===== src/rtl/prio_event_capture.sv =====
// Debounced capture of priority-encoder key events into a 4-deep code FIFO.
// The encoder outputs are synchronized, qualified by a press/release FSM and queued for a ready/valid consumer.
module prio_event_capture #(
  parameter int unsigned DEBOUNCE_CYCLES = 4
) (
  input  logic       clk,
  input  logic       reset_n,
  input  logic [2:0] y,
  input  logic       gs,
  input  logic       code_ready,
  output logic [2:0] code,
  output logic       code_valid,
  output logic [2:0] fifo_count,
  output logic       overflow
);

  localparam logic [7:0] CNT_LAST = 8'(DEBOUNCE_CYCLES - 1);

  typedef enum logic [1:0] {
    S_IDLE    = 2'd0,
    S_QUALIFY = 2'd1,
    S_HELD    = 2'd2,
    S_RELEASE = 2'd3
  } state_t;

  logic [2:0] r_y_meta;
  logic [2:0] r_y_s;
  logic       r_gs_meta;
  logic       r_gs_s;

  state_t     r_state;
  state_t     w_state_nxt;
  logic [7:0] r_cnt;
  logic [7:0] w_cnt_nxt;
  logic [2:0] r_cand;
  logic [2:0] w_cand_nxt;
  logic       w_push;
  logic [2:0] w_push_code;

  logic [2:0] r_mem [4];
  logic [1:0] r_rd_ptr;
  logic [1:0] r_wr_ptr;
  logic [2:0] r_count;
  logic [2:0] r_code;
  logic       r_code_valid;
  logic       r_overflow;

  logic       w_pop;
  logic       w_full;
  logic       w_accept;
  logic       w_drop;
  logic [1:0] w_rd_nxt;
  logic [2:0] w_count_nxt;
  logic [2:0] w_code_nxt;

  // Two-flop synchronizers; reset to the encoder's idle levels
  always_ff @(posedge clk or negedge reset_n) begin
    if (!reset_n) begin
      r_y_meta  <= 3'b111;
      r_y_s     <= 3'b111;
      r_gs_meta <= 1'b1;
      r_gs_s    <= 1'b1;
    end else begin
      r_y_meta  <= y;
      r_y_s     <= r_y_meta;
      r_gs_meta <= gs;
      r_gs_s    <= r_gs_meta;
    end
  end

  // Debounce FSM state, counter and candidate index
  always_ff @(posedge clk or negedge reset_n) begin
    if (!reset_n) begin
      r_state <= S_IDLE;
      r_cnt   <= 8'd0;
      r_cand  <= 3'b000;
    end else begin
      r_state <= w_state_nxt;
      r_cnt   <= w_cnt_nxt;
      r_cand  <= w_cand_nxt;
    end
  end

  // Next-state logic: one push per qualified press, held code changes ignored
  always_comb begin
    w_state_nxt = r_state;
    w_cnt_nxt   = r_cnt;
    w_cand_nxt  = r_cand;
    w_push      = 1'b0;
    case (r_state)
      S_IDLE: begin
        if (!r_gs_s) begin
          w_state_nxt = S_QUALIFY;
          w_cnt_nxt   = 8'd0;
          w_cand_nxt  = r_y_s;
        end else begin
          w_state_nxt = S_IDLE;
        end
      end
      S_QUALIFY: begin
        if (r_gs_s || (r_y_s != r_cand)) begin
          w_state_nxt = S_IDLE;
        end else if (r_cnt == CNT_LAST) begin
          w_push      = 1'b1;
          w_state_nxt = S_HELD;
        end else begin
          w_cnt_nxt = r_cnt + 8'd1;
        end
      end
      S_HELD: begin
        if (r_gs_s) begin
          w_state_nxt = S_RELEASE;
          w_cnt_nxt   = 8'd0;
        end else begin
          w_state_nxt = S_HELD;
        end
      end
      S_RELEASE: begin
        if (!r_gs_s) begin
          w_state_nxt = S_HELD;
        end else if (r_cnt == CNT_LAST) begin
          w_state_nxt = S_IDLE;
        end else begin
          w_cnt_nxt = r_cnt + 8'd1;
        end
      end
      default: begin
        w_state_nxt = S_IDLE;
        w_cnt_nxt   = 8'd0;
        w_cand_nxt  = 3'b000;
      end
    endcase
  end

  assign w_push_code = ~r_cand;

  // FIFO control; the head code is precomputed so outputs come straight from flops
  always_comb begin
    w_pop    = r_code_valid & code_ready;
    w_full   = (r_count == 3'd4);
    w_accept = w_push & (~w_full | w_pop);
    w_drop   = w_push & w_full & ~w_pop;
    if (w_pop) begin
      w_rd_nxt = r_rd_ptr + 2'd1;
    end else begin
      w_rd_nxt = r_rd_ptr;
    end
    if (w_accept && !w_pop) begin
      w_count_nxt = r_count + 3'd1;
    end else if (!w_accept && w_pop) begin
      w_count_nxt = r_count - 3'd1;
    end else begin
      w_count_nxt = r_count;
    end
    if (w_count_nxt == 3'd0) begin
      w_code_nxt = 3'b000;
    end else if (w_accept && (r_wr_ptr == w_rd_nxt)) begin
      w_code_nxt = w_push_code;
    end else begin
      w_code_nxt = r_mem[w_rd_nxt];
    end
  end

  // FIFO storage, pointers, registered outputs and sticky overflow
  always_ff @(posedge clk or negedge reset_n) begin
    if (!reset_n) begin
      for (int i = 0; i < 4; i++) begin
        r_mem[i] <= 3'b000;
      end
      r_rd_ptr     <= 2'd0;
      r_wr_ptr     <= 2'd0;
      r_count      <= 3'd0;
      r_code       <= 3'b000;
      r_code_valid <= 1'b0;
      r_overflow   <= 1'b0;
    end else begin
      if (w_accept) begin
        r_mem[r_wr_ptr] <= w_push_code;
        r_wr_ptr        <= r_wr_ptr + 2'd1;
      end
      if (w_drop) begin
        r_overflow <= 1'b1;
      end
      r_rd_ptr     <= w_rd_nxt;
      r_count      <= w_count_nxt;
      r_code       <= w_code_nxt;
      r_code_valid <= (w_count_nxt != 3'd0);
    end
  end

  assign code       = r_code;
  assign code_valid = r_code_valid;
  assign fifo_count = r_count;
  assign overflow   = r_overflow;

endmodule


===== config.mk =====
export PLATFORM = sky130hd
export DESIGN_NAME = prio_event_capture
export DESIGN_NICKNAME = d
export VERILOG_FILES = /design/src/rtl/prio_event_capture.sv
export SDC_FILE = /design/constraint.sdc
export NUM_CORES = 1
export LEC_CHECK = 0
export ABC_AREA = 0
export BUFFER_PORTS_ARGS = -buffer_cell sky130_fd_sc_hd__buf_4
export CAP_MARGIN = 20
export CORE_ASPECT_RATIO = 1.75
export CORE_UTILIZATION = 64
export DETAILED_ROUTE_END_ITERATION = 7
export PLACE_DENSITY = 0.87
export SETUP_SLACK_MARGIN = 0.1
export SYNTH_ARGS = -nofsm -noshare
export SYNTH_HDL_FRONTEND = slang
export SYNTH_SLANG_ARGS = --single-unit

===== constraint.sdc =====
create_clock -name clk -period 4.1 [get_ports clk]
set_input_delay 0.82 -clock clk [delete_from_list [all_inputs] [get_ports clk]]
set_output_delay 0.82 -clock clk [all_outputs]
set_load 0.01 [all_outputs]

-- After elaboration in Yosys (flattened, before gate mapping)
Cells that the tools add are included.
- bits of input ports: 7
- flip-flop bits (word level): 45
- output and inout port bits: 8
- logic and storage cells: 89
- add/sub/neg operators: 5
- bitwise gates (word level): 11
- equality and inequality tests: 13
- reductions and logical operators: 13
- magnitude comparators: 3
- multiplexer cells: 27
- operators with widths (kind ; number):
    $mux W8 ; 5
    $pmux W8 S4 ; 1
    $mux W3 ; 7
    $bwmux W12 ; 1
    $mux W2 ; 5
    $add A8 B1 Y8 const B ; 1
    $eq A8 B2 Y1 const B ; 1
    $ne A2 B2 Y1 const B ; 4
    $pmux W2 S4 ; 1
    $bmux W3 S2 ; 1
    $demux W3 S2 ; 1
    $ge A3 B3 Y1 const B ; 2
    $ne A3 B3 Y1 const B ; 2
    $not A2 Y3 ; 2
    $mux W1 ; 5
    $add A2 B1 Y2 const B ; 2
    $and A1 B1 Y1 ; 4
    $eq A2 B2 Y1 const B ; 2
    $logic_and A1 B1 Y1 ; 4
    $reduce_and A2 Y1 ; 2
    $reduce_and A4 Y1 ; 1
    $add A3 B1 Y3 const B ; 1
    $eq A3 B3 Y1 const B ; 1
    $logic_not A3 Y1 ; 1
    other kinds (12) ; 15

-- Logic depth before layout (Yosys ltp)
- depth in word-level cells: 11
- depth in mapped cells: 7
- depth with buffers taken out: 7

-- Worst setup path after synthesis
Ideal clock, no wire load.
- kind: input to register
- start: in code_ready
- end: reg r_code[2], in the netlist code[2]
- path buffers: 0
- required time: 3.971 ns
- arrival time: 2.217 ns
- setup time: 0.129 ns
- cell stages on the path: 5
- path slack: 1.755 ns
- cells stage by stage: nand2_2 > xor2_1 > mux4_4 > mux2i_1 > nor2_1
- word-level cells in the longest chain between the ends: 9
- elaborated cells on any way between the ends: 19
- those cells by class: 1 x eq/ne; 8 x mux; 4 x bitwise; 6 x reduce/logical
- ends and longest elaborated chain (item ; RTL line ; source):
    start, declared ; 10 ; input logic code_ready,
    $and A1 B1 Y1 * ; 139 ; w_pop = r_code_valid & code_ready;
    $or A1 B1 Y1 ; 141 ; w_accept = w_push & (~w_full | w_pop);
    $and A1 B1 Y1 ; 141 ;
    $logic_not A1 Y1 ; 150 ; end else if (!w_accept && w_pop) begin
    $logic_and A1 B1 Y1 ; 150 ;
    $mux W3 ; 150 ;
    $mux W3 ; 148 ; if (w_accept && !w_pop) begin
    $logic_not A3 Y1 ; 155 ; if (w_count_nxt == 3'd0) begin
    $mux W3 * ; 155 ;
    via w_code_nxt[2] ; 54 ; logic [2:0] w_code_nxt;
    end signal, assigned ; 186 ; r_code <= w_code_nxt;
    end, declared ; 44 ; logic [2:0] r_code;
Mark *: on every way through the listed nets, which the timed path passes. The rest lies on a longest branch. The select of a mux whose other input is x is not followed.
A chain may end at the register's enable or synchronous reset.

-- Worst setup path after layout
- start: reg r_cnt[1]
- end: reg r_code[2], in the netlist code[2]
- word-level cells in the longest chain between the ends: 11
- elaborated cells on any way between the ends: 14
- those cells by class: 1 x eq/ne; 7 x mux; 1 x bitwise; 5 x reduce/logical
- ends and longest elaborated chain (item ; RTL line ; source):
    start, declared ; 33 ; logic [7:0] r_cnt;
    start signal, assigned ; 79 ; r_cnt <= w_cnt_nxt;
    $eq A8 B2 Y1 * ; 103 ; end else if (r_cnt == CNT_LAST) begin
    $mux W1 * ; 103 ;
    $mux W1 * ; 101 ; if (r_gs_s || (r_y_s != r_cand)) begin
    $mux W1 * ; 90 ; case (r_state)
    $and A1 B1 Y1 * ; 141 ;
    $logic_not A1 Y1 ; 150 ;
    $logic_and A1 B1 Y1 ; 150 ;
    $mux W3 ; 150 ;
    $mux W3 ; 148 ;
    $logic_not A3 Y1 ; 155 ;
    $mux W3 * ; 155 ;
    via w_code_nxt[2] ; 54 ;
Mark *: on every way through the listed nets, which the timed path passes. The rest lies on a longest branch.

==> run_results.csv <==
group,metric,value,unit
pwr,seqPwrFrac,42.6,%
place,pre_cts_slack,1438,ps
cells_and_area,instances_no_fill,259,
grt,grt_antenna_before_repair,0,
drt,routedWlPerCell,16.92,um
critical_path,cp-start-kind,"register",
synth,synth_seq_area_share,52.27,%
cts,clkTransAtPathRegs,80,ps
floorplan,die_y,79.09,um
place,dp.cells,251,
drt,ant_nets,0,
sta,setup_violations,0,
sta,slew_viol_final,0,
sta,fin_crit,2767,ps
cells_and_area,final_cell_area,2461,um2
drt,drt_iter0_drc,67,
sta,finalHoldViolations,0,
synth,synthCells,195,
drt,num_vias,1600,
sta,slew_headroom,45.22,%
pwr,peakVddDrop,0.0005884,V
critical_path,reg2reg_depth,7,
pwr,p_leak,1.149,nW
synth,yosysWarningCount,0,
synth,async_reset_ff_share,100.0,%
cts,clkSinkCount,45,
synth,synthTopCellsByArea,"dfrtp_1 (43%), dfstp_2 (9.7%), ha_1 (4.6%), nand2_1 (4.5%), o21ai_0 (3.9%)",
critical_path,r2r-start,"r_cnt[1]",
cts,cts_buffers,5,
grt,grt_pass1_vias,1616,
synth,synth.avg_cell_area,11.15,um2
pwr,power_switching,0.5046,mW
critical_path,crit_start,"r_cnt[1]",
synth,yosysMostFrequentCell,"dfrtp_1",
cts,cts_tree,"yes",
cts,htreeDepth,2,
critical_path,rr_endpoint,"code[2]",
floorplan,start_util,68.44,%
drt,remaining_drc_errors,0,
drt,viasPerCell,6.178,
synth,synth_ff_type,"dfrtp_1",
cts,clk_latency,300,ps
pwr,internal-power,0.9470,mW
place,dp_hpwl,3.184,mm
synth,synth-seq-cells,45,
place,place_area,2327,um2
cells_and_area,area_growth_syn_to_layout,13.24,%
critical_path,r2r_slack,1330,ps
critical_path,cp.required,4290,ps
worst_hold_path,hp-class,"reg2reg",
cells_and_area,fillers,207,
cts,ctsHoldBuffers,0,
floorplan,rows,27,
critical_path,arrival,2950,ps
drt,wl,4.381,mm
grt,grt_pass1_wl,7.314,mm
run,maxCapViolCount,0,
cts,cts_root_buffer,"clkbuf_8",
pwr,p_comb_share,30.7,%
critical_path,critical_path.endpoint,"code[2]",
sta,fmax,0.3614,GHz
critical_path,worstPathMaxFanout,5,
synth,synth_edf_count,0,
floorplan,die_area,3642,um2
synth,synth_area_leader_cell,"dfrtp_1",
floorplan,num_io_pins,15,
cts,cts_resized,0,
synth,yosysTopAreaCellShare,42.60,%
synth,synthesis.area,2173,um2
sta,tns,0,ps
floorplan,core,3176,um2
floorplan,die_x,46.05,um
sta,tightest_slew,814.2,ps
cts,cts.path.max_buffers,2,
grt,grt_max_degree,46,
place,globalplace.congestion,0.8483,
place,portBuffers,14,
grt,grt_use_total,28.36,%
grt,overflow,0,
pwr,swShare,34.76,%
sta,rsz0062_at_grt,"no",
pwr,powerDensity,589.8,nW/um2
synth,ys_top_cells_by_count,"dfrtp_1 (37), nand2_1 (26), nor2_1 (17), o21ai_0 (17), inv_1 (14)",
status,outcome,"finished, final reports clean",
synth,ys_types,42,
cells_and_area,antennaDiodeCount,0,
sta,finalWorstSetupSlack,1333,ps
cells_and_area,final_layout_size_suffix_gt1_share,23.15,%
cts,postCtsSetupRepairBufs,0,
critical_path,end_kind,"register",
sta,clock_skew,5.933,ps
cells_and_area,fin_nets,230,
sta,fin_crit_sh,67.48,%
synth,syn-num-nets,210,
pwr,clock_power_share,26.7,%
critical_path,path_class,"reg2reg",
drt,drt_first_pass_iters,4,
==> flip-flops by register name, indices dropped and copies added, names as in the netlist <==
| name | count |
|---|---|
| r_mem | 12 |
| r_cnt | 8 |
| code | 3 |
| fifo_count | 3 |
| r_cand | 3 |
| r_y_meta | 3 |
| r_y_s | 3 |
| r_rd_ptr | 2 |
| r_state | 2 |
| r_wr_ptr | 2 |
| code_valid | 1 |
| overflow | 1 |
| r_gs_meta | 1 |
| r_gs_s | 1 |
==> layout by cell type (no fill, tap or decap), types with 2 or more instances in the layout <==
cell type / n
dfrtp_1: 37
nand2_1: 26
nor2_1: 17
o21ai_0: 17
inv_1: 14
buf_4: 14
xor2_1: 8
ha_1: 8
dfstp_2: 8
nand3_1: 7
xnor2_1: 7
clkbuf_8: 5
a21oi_1: 4
nand4_1: 4
mux2i_1: 3
nor4_1: 2
and3_2: 2
or4_4: 2
and2_2: 2
nor3_1: 2
mux4_1: 2
bufinv_16: 2
==> logic make-up after synthesis <==
| family | after synthesis | share of synthesized area (%) |
|---|---|---|
| xor gates and xnor gates | 15 | 6.045 |
| DFF | 45 | 52.27 |
| buffers and inverters | 15 | 2.648 |
| and+or+nand+nor | 72 | 18.02 |
| muxes | 7 | 5.469 |
| adders and majority gates | 8 | 4.606 |
| AOI/OAI and AO/OA | 33 | 10.94 |
==> critical path, stage by stage (launching register included) <==
cell and delay (ps):
dfrtp_1 430, ha_1 320, and4bb_2 300, nand2_1 160, nor4_1 770, a22oi_1 240, a221oi_4 330, nor2_1 90
==> power by group through the flow <==
stage / sequential, mW / clock, mW / combinational (mW)
after floorplan: 0.604 / 0 / 0.314
after global placement: 0.614 / 0 / 0.410
after detailed placement: 0.624 / 0 / 0.437
after CTS: 0.616 / 0.392 / 0.443
after global routing: 0.628 / 0.410 / 0.493
final: 0.619 / 0.388 / 0.445
==> routing by layer <==
layer  routed length [um]  track usage [%]  share of wire [%]
met2                 2379            46.90                 54
met4                  185            17.06                4.2
met1                 1618            30.91                 37
met3                  198            7.045                4.5
met5                    0                0                  0
==> how the worst min path moves through the flow <==
stage	cells after the start	startpoint	endpoint	slack, ps
2_1_floorplan	0	r_gs_meta	r_gs_s	350
3_5_place_dp	0	r_y_meta[2]	r_y_s[2]	350
6_report	0	r_gs_meta	r_gs_s	360
3_3_place_gp	0	r_gs_meta	r_gs_s	350
5_1_grt	0	r_y_meta[2]	r_y_s[2]	360
4_1_cts	0	r_y_meta[2]	r_y_s[2]	360
==> area by class of cell <==
class                           instances  area, um2  area share (%)
Sequential cell                        45       1136           46.16
Clock inverter                          3      65.06           2.644
Multi-Input combinational cell        135      979.7           39.81
Inverter                               14      52.55           2.135
Timing Repair Buffer                   14      105.1           4.270
Tap cell                               43      53.80           2.186
Clock buffer                            5      68.82           2.796
==> per-stage QoR <==
| stage | utilization [%] | power, mW | hold slack [ps] |
|---|---|---|---|
| 2_1_floorplan | - | 0.9184 | 345.2 |
| 6_report | 77.50 | 1.452 | 359.1 |
| 4_1_cts | 77.50 | 1.451 | 361.5 |
| 5_1_grt | 77.50 | 1.530 | 363.3 |
| 3_5_place_dp | 73.29 | 1.061 | 349.4 |
| 3_3_place_gp | 73.29 | 1.025 | 346.1 |
No activity file was read; power rests on OpenSTA's default activity.
